### config.mk
export PLATFORM = sky130hd
export DESIGN_NAME = bsg_global_buffer_bank_arbiter
export DESIGN_NICKNAME = d
export VERILOG_FILES = /design/src/rtl/bsg_global_buffer_bank_arbiter.sv
export SDC_FILE = /design/constraint.sdc
export NUM_CORES = 1
export LEC_CHECK = 0
export CAP_MARGIN = 40
export CORE_MARGIN = 8
export CORE_UTILIZATION = 40
export DETAILED_ROUTE_END_ITERATION = 6
export PLACE_DENSITY = 0.78
export SKIP_CTS_REPAIR_TIMING = 1
export SLEW_MARGIN = 20
export SYNTH_ARGS = -nofsm -noshare
export SYNTH_HDL_FRONTEND = slang
export SYNTH_SLANG_ARGS = --single-unit
export TNS_END_PERCENT = 1
### constraint.sdc
create_clock -name clk_i -period 4.2 [get_ports clk_i]
set_input_delay 1.26 -clock clk_i [delete_from_list [all_inputs] [get_ports clk_i]]
set_output_delay 1.26 -clock clk_i [all_outputs]
set_load 0.01 [all_outputs]
### src/rtl/bsg_global_buffer_bank_arbiter.sv
// rtl/bsg_global_buffer_bank_arbiter.sv - shares one 1RW bank between ro, wo and rw requesters
// ro has absolute priority; wo/rw alternate priority via a starvation-driven mode register.
module bsg_global_buffer_bank_arbiter #(
  parameter int data_width_p   = 32,
  parameter int bank_els_p     = 1024,
  parameter int wo_fifo_els_p  = 2,
  parameter int starve_limit_p = 4,
  localparam int bank_addr_width_lp = (bank_els_p > 1) ? $clog2(bank_els_p) : 1
) (
  input  logic                          clk_i,
  input  logic                          reset_n_i,
  input  logic                          ro_v_i,
  input  logic [bank_addr_width_lp-1:0] ro_addr_i,
  output logic [data_width_p-1:0]       ro_data_o,
  output logic                          ro_v_o,
  input  logic                          wo_v_i,
  input  logic [bank_addr_width_lp-1:0] wo_addr_i,
  input  logic [data_width_p-1:0]       wo_data_i,
  output logic                          wo_ready_o,
  input  logic                          rw_v_i,
  input  logic                          rw_w_i,
  input  logic [bank_addr_width_lp-1:0] rw_addr_i,
  input  logic [data_width_p-1:0]       rw_data_i,
  output logic                          rw_yumi_o,
  output logic [data_width_p-1:0]       rw_data_o,
  output logic                          rw_v_o,
  output logic                          mem_v_o,
  output logic                          mem_w_o,
  output logic [bank_addr_width_lp-1:0] mem_addr_o,
  output logic [data_width_p-1:0]       mem_data_o,
  input  logic [data_width_p-1:0]       mem_data_i
);

  localparam int ptr_w_lp    = (wo_fifo_els_p > 1) ? $clog2(wo_fifo_els_p) : 1;
  localparam int cnt_w_lp    = $clog2(wo_fifo_els_p + 1);
  localparam int starve_w_lp = $clog2(starve_limit_p + 1);

  typedef enum logic {e_wo_pri, e_rw_pri} mode_e;
  typedef enum logic [1:0] {e_own_none, e_own_ro, e_own_rw} owner_e;

  mode_e                   mode_q, mode_d;
  owner_e                  owner_q, owner_d;
  logic [starve_w_lp-1:0]  starve_q, starve_d;
  logic [cnt_w_lp-1:0]     count_q, count_d;
  logic [ptr_w_lp-1:0]     rd_ptr_q, rd_ptr_d, wr_ptr_q, wr_ptr_d;

  logic [bank_addr_width_lp-1:0] fifo_addr_q [wo_fifo_els_p];
  logic [data_width_p-1:0]       fifo_data_q [wo_fifo_els_p];

  logic empty, full, enq, ro_gnt, wo_gnt, rw_gnt;

  assign empty      = (count_q == '0);
  assign full       = (count_q == cnt_w_lp'(wo_fifo_els_p));
  assign wo_ready_o = reset_n_i & ~full;
  assign enq        = wo_v_i & wo_ready_o;

  always_comb begin
    ro_gnt = 1'b0;
    wo_gnt = 1'b0;
    rw_gnt = 1'b0;
    if (reset_n_i) begin
      if (ro_v_i) begin
        ro_gnt = 1'b1;
      end else if (mode_q == e_rw_pri) begin
        rw_gnt = rw_v_i;
        wo_gnt = ~rw_v_i & ~empty;
      end else begin
        wo_gnt = ~empty;
        rw_gnt = empty & rw_v_i;
      end
    end
  end

  assign rw_yumi_o  = rw_gnt;
  assign mem_v_o    = ro_gnt | wo_gnt | rw_gnt;
  assign mem_w_o    = wo_gnt | (rw_gnt & rw_w_i);
  assign mem_addr_o = ro_gnt ? ro_addr_i : (wo_gnt ? fifo_addr_q[rd_ptr_q] : rw_addr_i);
  assign mem_data_o = wo_gnt ? fifo_data_q[rd_ptr_q] : rw_data_i;

  // Read data is not registered here; only its destination is tracked.
  assign ro_v_o    = reset_n_i & (owner_q == e_own_ro);
  assign rw_v_o    = reset_n_i & (owner_q == e_own_rw);
  assign ro_data_o = mem_data_i;
  assign rw_data_o = mem_data_i;

  always_comb begin
    starve_d = '0;
    if (rw_v_i & ~rw_gnt)
      starve_d = (starve_q == starve_w_lp'(starve_limit_p)) ? starve_q : starve_q + 1'b1;

    mode_d = mode_q;
    if (mode_q == e_wo_pri) begin
      if (starve_d == starve_w_lp'(starve_limit_p)) mode_d = e_rw_pri;
    end else if (rw_gnt | ~rw_v_i) begin
      mode_d = e_wo_pri;
    end

    owner_d = e_own_none;
    if (ro_gnt) owner_d = e_own_ro;
    else if (rw_gnt & ~rw_w_i) owner_d = e_own_rw;

    count_d  = count_q;
    rd_ptr_d = rd_ptr_q;
    wr_ptr_d = wr_ptr_q;
    if (enq & ~wo_gnt) count_d = count_q + 1'b1;
    if (~enq & wo_gnt) count_d = count_q - 1'b1;
    if (enq)
      wr_ptr_d = (wr_ptr_q == ptr_w_lp'(wo_fifo_els_p - 1)) ? '0 : wr_ptr_q + 1'b1;
    if (wo_gnt)
      rd_ptr_d = (rd_ptr_q == ptr_w_lp'(wo_fifo_els_p - 1)) ? '0 : rd_ptr_q + 1'b1;
  end

  always_ff @(posedge clk_i) begin
    if (!reset_n_i) begin
      mode_q   <= e_wo_pri;
      owner_q  <= e_own_none;
      starve_q <= '0;
      count_q  <= '0;
      rd_ptr_q <= '0;
      wr_ptr_q <= '0;
    end else begin
      mode_q   <= mode_d;
      owner_q  <= owner_d;
      starve_q <= starve_d;
      count_q  <= count_d;
      rd_ptr_q <= rd_ptr_d;
      wr_ptr_q <= wr_ptr_d;
    end
  end

  always_ff @(posedge clk_i) begin
    if (enq) begin
      fifo_addr_q[wr_ptr_q] <= wo_addr_i;
      fifo_data_q[wr_ptr_q] <= wo_data_i;
    end
  end

endmodule

==> results of run 1 <==
==> flip-flops by register name (all words and copies together), names as in the netlist, named ones only <==
signal and cells:
mode_q 1, wr_ptr_q 1, fifo_data_q 64, owner_q 2
rd_ptr_q 1, starve_q 3, count_q 2, fifo_addr_q 20
==> metal layers <==
layer / up-vias / share of wire (%) / GRT usage [%]
met3: 57 / 9.9 / 6.03
met1: 1521 / 35 / 16.9
li1: 1517 / - / -
met4: 0 / 4.2 / 10.2
met2: 136 / 51 / 27.6
met5: - / 0 / 0
==> area by class of cell <==
| type | count | area [um^2] | area share [%] |
|---|---|---|---|
| Timing Repair Buffer | 168 | 1800 | 28.5 |
| Tap cell | 143 | 179 | 2.84 |
| Inverter | 10 | 37.5 | 0.595 |
| Sequential cell | 95 | 2740 | 43.5 |
| Clock inverter | 7 | 40.0 | 0.634 |
| Clock buffer | 9 | 225 | 3.57 |
| Multi-Input combinational cell | 193 | 1280 | 20.3 |
==> layout by cell type (no fill, tap or decap), types with 8 or more instances in the layout <==
cell and instances:
o21ai_0 35, edfxtp_1 84, clkbuf_16 9, dlymetal6s2s_1 44, clkdlybuf4s50_1 103, mux2_2 10
mux2i_1 32, nand2_1 24, inv_1 8, o21ai_1 32, buf_4 16, nand3_1 14
o211ai_1 11, dfxtp_1 10
==> worst paths after layout <==
| path | endpoint | from | depth (start not counted) | slack, ns |
|---|---|---|---|---|
| worst min register to register | flop | rd_ptr_q | 2 | 0.51 |
| worst max-delay path | rw_yumi_o | reset_n_i | 6 | 0.07 |
| worst min-delay path | flop | rd_ptr_q | 2 | 0.51 |
| worst max register to register | count_q[1] | count_q[0] | 8 | 2.07 |
==> cell families (layout without fill, tap and decap cells) <==
kind of cell    count (synthesis)  after routing  share of synthesized area (%)
compound gates                 90             90                           11.1
xor+xnor                        3              3                          0.565
fa+ha+maj                       3              3                          0.808
buf+inv                        95            194                           13.6
flops                          95             95                           59.0
mux                            42             42                           9.31
simple gates                   55             55                           5.60
==> worst reg2reg max path: stages (launching register included) <==
cell and delay (ns):
dfxtp_1 0.51, a2bb2oi_2 0.21, nand2_2 0.11, buf_12 0.18
inv_2 0.18, buf_4 0.15, ha_1 0.24, or3_1 0.35
a21oi_1 0.14
==> power groups by stage <==
stage | clock network, uW | logic [uW] | registers [uW]
floorplan | 0 | 256 | 1100
global placement | 0 | 435 | 1110
detailed placement | 0 | 448 | 1110
CTS | 743 | 451 | 1090
global route | 775 | 470 | 1100
finish | 722 | 432 | 1090
==> metrics by stage <==
stage / hold WS, ns / setup TNS [ns] / util [%]
finish: 0.508 / 0 / 55.5
global route: 0.571 / 0 / 55.5
CTS: 0.505 / -4.89 / 54.5
detailed placement: 0.499 / -4.18 / 52.2
global placement: 0.477 / -2.00 / 52.2
floorplan: 0.480 / 0 / -
==> results by group, run 1 <==
Critical path
  • Critical Path End Type: output port
  • CP Launch Type: input port
  • Slowest stage cell on the critical path: clkdlybuf4s50_1
  • Worst path buffer plus inverter count: 4
  • Cell Chain, Critical Path: clkdlybuf4s50_1 -> nor2b_2 -> buf_4 -> nand3_1 -> inv_1 -> clkdlybuf4s50_1
  • Cell mode on critical path: clkdlybuf4s50_1
  • Arr. time, crit path: 2.87 ns
  • Worst setup path category: in2out
  • CP max FO: 4
  • Critical Path RT: roughly 2.9 ns
  • CP delay by family, top: buffers and inverters
  • Largest stage delay, worst path: 0.54 ns

Timing
  • Max_slew headroom: between 50% and 60%
  • Final Cycle Share: a little over nine tenths
  • Fmax: between 200 and 250 MHz
  • Slew @ Worst Pin: 0.609 ns
  • Worst clock skew: just under 0.007 ns
  • Max-slew violation count: 0
  • Count of final setup violators: 0
  • Hold Fails Final Rpt: 0
  • Worst Setup Slack, final: just over 0.07 ns
  • Setup repair after global routing missed its margin: false
  • Final min period: just over 4 ns

Global routing
  • Total congestion overflow: 0
  • Antenna violations before repair: 0
  • Vias in the first global route: ~3600
  • Largest net degree at the start of global routing: 35
  • First-pass GRT wire length: approximately 19 mm
  • Total GRT Usage: 16.3%

Cells and area
  • Nets: approximately 600
  • Post-Layout Cell Count: between 600 and 700
  • Cell area after layout: 6310 um^2
  • Share of layout cells above drive strength 1: a little over a tenth
  • Synth-to-layout area growth: 35.8%
  • Fillcell total: 902
  • N_diodes: 0

Route
  • Avg WL per Cell: approximately 20 um
  • Final antenna-violating net count: 0
  • Initial DRT Pass Iterations: 4
  • Number of DRC markers in iteration 0: 191
  • DRC viols: 0
  • Vias post-DR: between 3000 and 4000
  • Drt via density: slightly above 5
  • Final WL: ~13 mm

Min path
  • Hold Path Class: reg2reg

Pwr
  • Leakage: ~0.0025 uW
  • Internal: 1700 uW
  • Power Dens Cells: around 360 nW/um^2
  • Switching pwr: around 540 uW
  • Logic pwr share: roughly a fifth
  • Net Sw Frac: 24.2%
  • Power share of the sequential group: 48.6%
  • Max VDD drop: approximately 0.25 mV
  • Proportion of power drawn by the clock network: roughly a third
  • Total power: ~2200 uW

Synth
  • Synth top area share: between 50% and 60%
  • Register area share after synthesis: 59.0%
  • Post-Syn Area per Cell: 12.1 um^2
  • Post-synth EDFFs: 84
  • Post-synth ARST share: 0%
  • Main synth FF type: edfxtp_1
  • Synth cell types: 36
  • Synth area leaders: edfxtp_1, buf_4, mux2i_1
  • Synth cell count leaders: edfxtp_1, buf_4, o21ai_0
  • #FFs+latches synth: 95
  • Synthesized area: approximately 4600 um^2
  • Synthesis Warnings: 0
  • Gate Count Post-Synth: between 300 and 400
  • Cell taking the most area after synthesis: edfxtp_1
  • Syn nets: a little over 500
  • Most numerous cell in the Yosys netlist: edfxtp_1

Die
  • Starting density of the core: between 40% and 50%
  • I/O pins: around 240
  • Cell Rows: 39
  • Die height: ~120 um
  • Chip width: 124 um
  • Die area: between 15000 and 20000 um^2
  • Placeable Area: about 11000 um^2

Clock tree
  • Root buf cell: clkbuf_16
  • Total CTS buffers: 9
  • Clock sink count: 95
  • Worst skew pair latency: between 0.3 and 0.4 ns
  • Worst-case clock buffer depth: 2
  • CTS clk-pin slew, worst paths: approximately 0.060 ns
  • CTS tree: done
  • H-tree depth: 3

Placement
  • Placer Congestion: 0.779
  • Inst Count DP: just over 600
  • Dpl cell area: ~5900 um^2
  • Setup WS pre-CTS: -0.189 ns
  • Port Buffers: ~150
  • DPL Wire Length: between 9 and 10 mm

Outcome
  • Status: finished clean

Run
  • Max Cap Viol: 0
Note: power is estimated with default switching activity, not from simulation.
==> run 2, diff against run 1 <==
RECOVER_POWER = 50   (was default)
==> run 2 against run 1 <==
Flip-flop and latch count unchanged. Design area increased by 0.12%. Wire length about the same. Via count about the same. Register-to-register slack about the same. Global-route usage unchanged. Largest cell class unchanged.
==> results by group, run 2 (synthesis gave the netlist of run 1 again) <==
Outcome
  • Status: finished clean

Critical path
  • Cell Chain, Critical Path: clkdlybuf4s50_1 -> nor2b_2 -> buf_4 -> nand3_1 -> inv_1 -> clkdlybuf4s50_1
  • CP max FO: 4
  • Critical Path End Type: output port
  • CP Launch Type: input port
  • Slowest stage cell on the critical path: clkdlybuf4s50_1
  • R2R depth: 8
  • FF-to-FF End: count_q[1]
  • Cell mode on critical path: clkdlybuf4s50_1
  • Worst setup path category: in2out
  • Arr. time, crit path: approximately 2.9 ns
  • Worst setup endpoint: rw_yumi_o
  • Critical Path RT: 2.94 ns
  • Largest stage delay, worst path: roughly 0.54 ns
  • R2R Setup Slk: between 2 and 2.5 ns
  • Crit. Startpoint: reset_n_i
  • FF-to-FF Start: count_q[0]

Pwr
  • Leakage: between 0.002 and 0.003 uW
  • Max VDD drop: 0.247 mV
  • Power Dens Cells: 354 nW/um^2

Timing
  • Max_slew headroom: about 60%
  • Worst hold slack: roughly 0.5 ns
  • Fmax: 242 MHz
  • Worst clock skew: around 0.0065 ns
  • Final Cycle Share: a little over nine tenths
  • Slew @ Worst Pin: between 0.6 and 0.7 ns
  • Max-slew violation count: 0
  • Setup repair after global routing missed its margin: false
  • Worst Setup Slack, final: ~0.066 ns
  • Final min period: a little over 4 ns
  • Hold Fails Final Rpt: 0
  • Count of final setup violators: 0

Placement
  • Placer Congestion: between 0.7 and 0.8
  • DPL Wire Length: 9.37 mm
  • Setup WS pre-CTS: -0.189 ns
  • Port Buffers: 147

Global routing
  • Antenna violations before repair: 6
  • Largest net degree at the start of global routing: 35
  • Total GRT Usage: roughly 16%
  • Total congestion overflow: 0
  • Vias in the first global route: about 3600
  • First-pass GRT wire length: 18.9 mm

Route
  • Final antenna-violating net count: 0
  • Number of DRC markers in iteration 0: 186
  • Vias post-DR: 3232
  • DRC viols: 0
  • Drt via density: around 5.1
  • Final WL: around 12 mm
  • Avg WL per Cell: 19.9 um
  • Initial DRT Pass Iterations: 4

Clock tree
  • Worst-case clock buffer depth: 2
  • Total CTS buffers: 9
  • CTS clk-pin slew, worst paths: approximately 0.060 ns
  • Worst skew pair latency: 0.33 ns
  • Clock sink count: between 90 and 100
  • CTS tree: done
  • Root buf cell: clkbuf_16
  • H-tree depth: 3

Cells and area
  • Share of layout cells above drive strength 1: 11.0%
  • Synth-to-layout area growth: 35.9%
  • Max reg flops: 64
  • Commonest non-fill, non-tap cell in the layout: edfxtp_1
  • Most frequent cells in the layout: edfxtp_1, clkdlybuf4s50_1, dlymetal6s2s_1
  • Nets: 612
  • Top Registers: fifo_data_q x64, fifo_addr_q x20, starve_q x3
  • Top reg by flops: fifo_data_q

Die
  • Starting density of the core: 40.9%
  • I/O pins: roughly 240
  • Die height: 124 um
  • Chip width: approximately 120 um
  • Placeable Area: 11400 um^2
  • Cell Rows: 39
  • Die area: around 15000 um^2

Run
  • Max Cap Viol: 0

Min path
  • Hold Path Class: reg2reg
[run 2: critical path, delay by kind of cell]
| family | cells | cell delay (ns) |
|---|---|---|
| buffers and inverters | 4 | 1.25 |
| AND/OR/NAND/NOR | 2 | 0.37 |
[run 2: worst min-delay path by stage]
stage                     depth (start not counted)   end  slack [ns]     start
final                                             2  flop        0.51  rd_ptr_q
after global placement                            2  flop        0.48  rd_ptr_q
after detailed placement                          2  flop        0.50  rd_ptr_q
after global routing                              2  flop        0.57  rd_ptr_q
after CTS                                         2  flop        0.51  rd_ptr_q
after floorplan                                   2  flop        0.48  rd_ptr_q
[run 2: power breakdown]
part | switching, uW | total (uW) | internal [uW]
combinational | 195 | 425 | 230
clock | 329 | 724 | 395
sequential | 20.7 | 1090 | 1070
total | 545 | 2240 | 1690
[run 2: cell type report]
| class | instances | area [um^2] |
|---|---|---|
| inverters | 10 | 37.5 |
| diodes | 3 | 7.51 |
| multi-input cells | 193 | 1280 |
| fillers | 902 | 5050 |
| flip-flops and latches | 95 | 2740 |
| clock inverters | 7 | 40.0 |
| repair buffers | 168 | 1800 |
| clock buffers | 9 | 225 |
| well taps | 143 | 179 |
[run 2: per-layer routing]
layer	vias to the layer above	wire length [um]	GRT usage, %
li1	1521	-	-
met1	1501	4400	16.9
met2	141	6340	27.6
met3	63	1180	6.03
met4	6	540	10.2
met5	-	35	0
[run 2: through the flow]
stage	utilization (%)	cell area (um^2)	setup TNS, ns	cells	power, uW
floorplan	-	4650	0	383	1360
global placement	52.2	5930	-2.00	609	1540
detailed placement	52.2	5930	-4.18	609	1560
CTS	54.5	6200	-4.89	625	2280
global route	55.6	6320	0	628	2330
finish	55.6	6320	0	628	2240
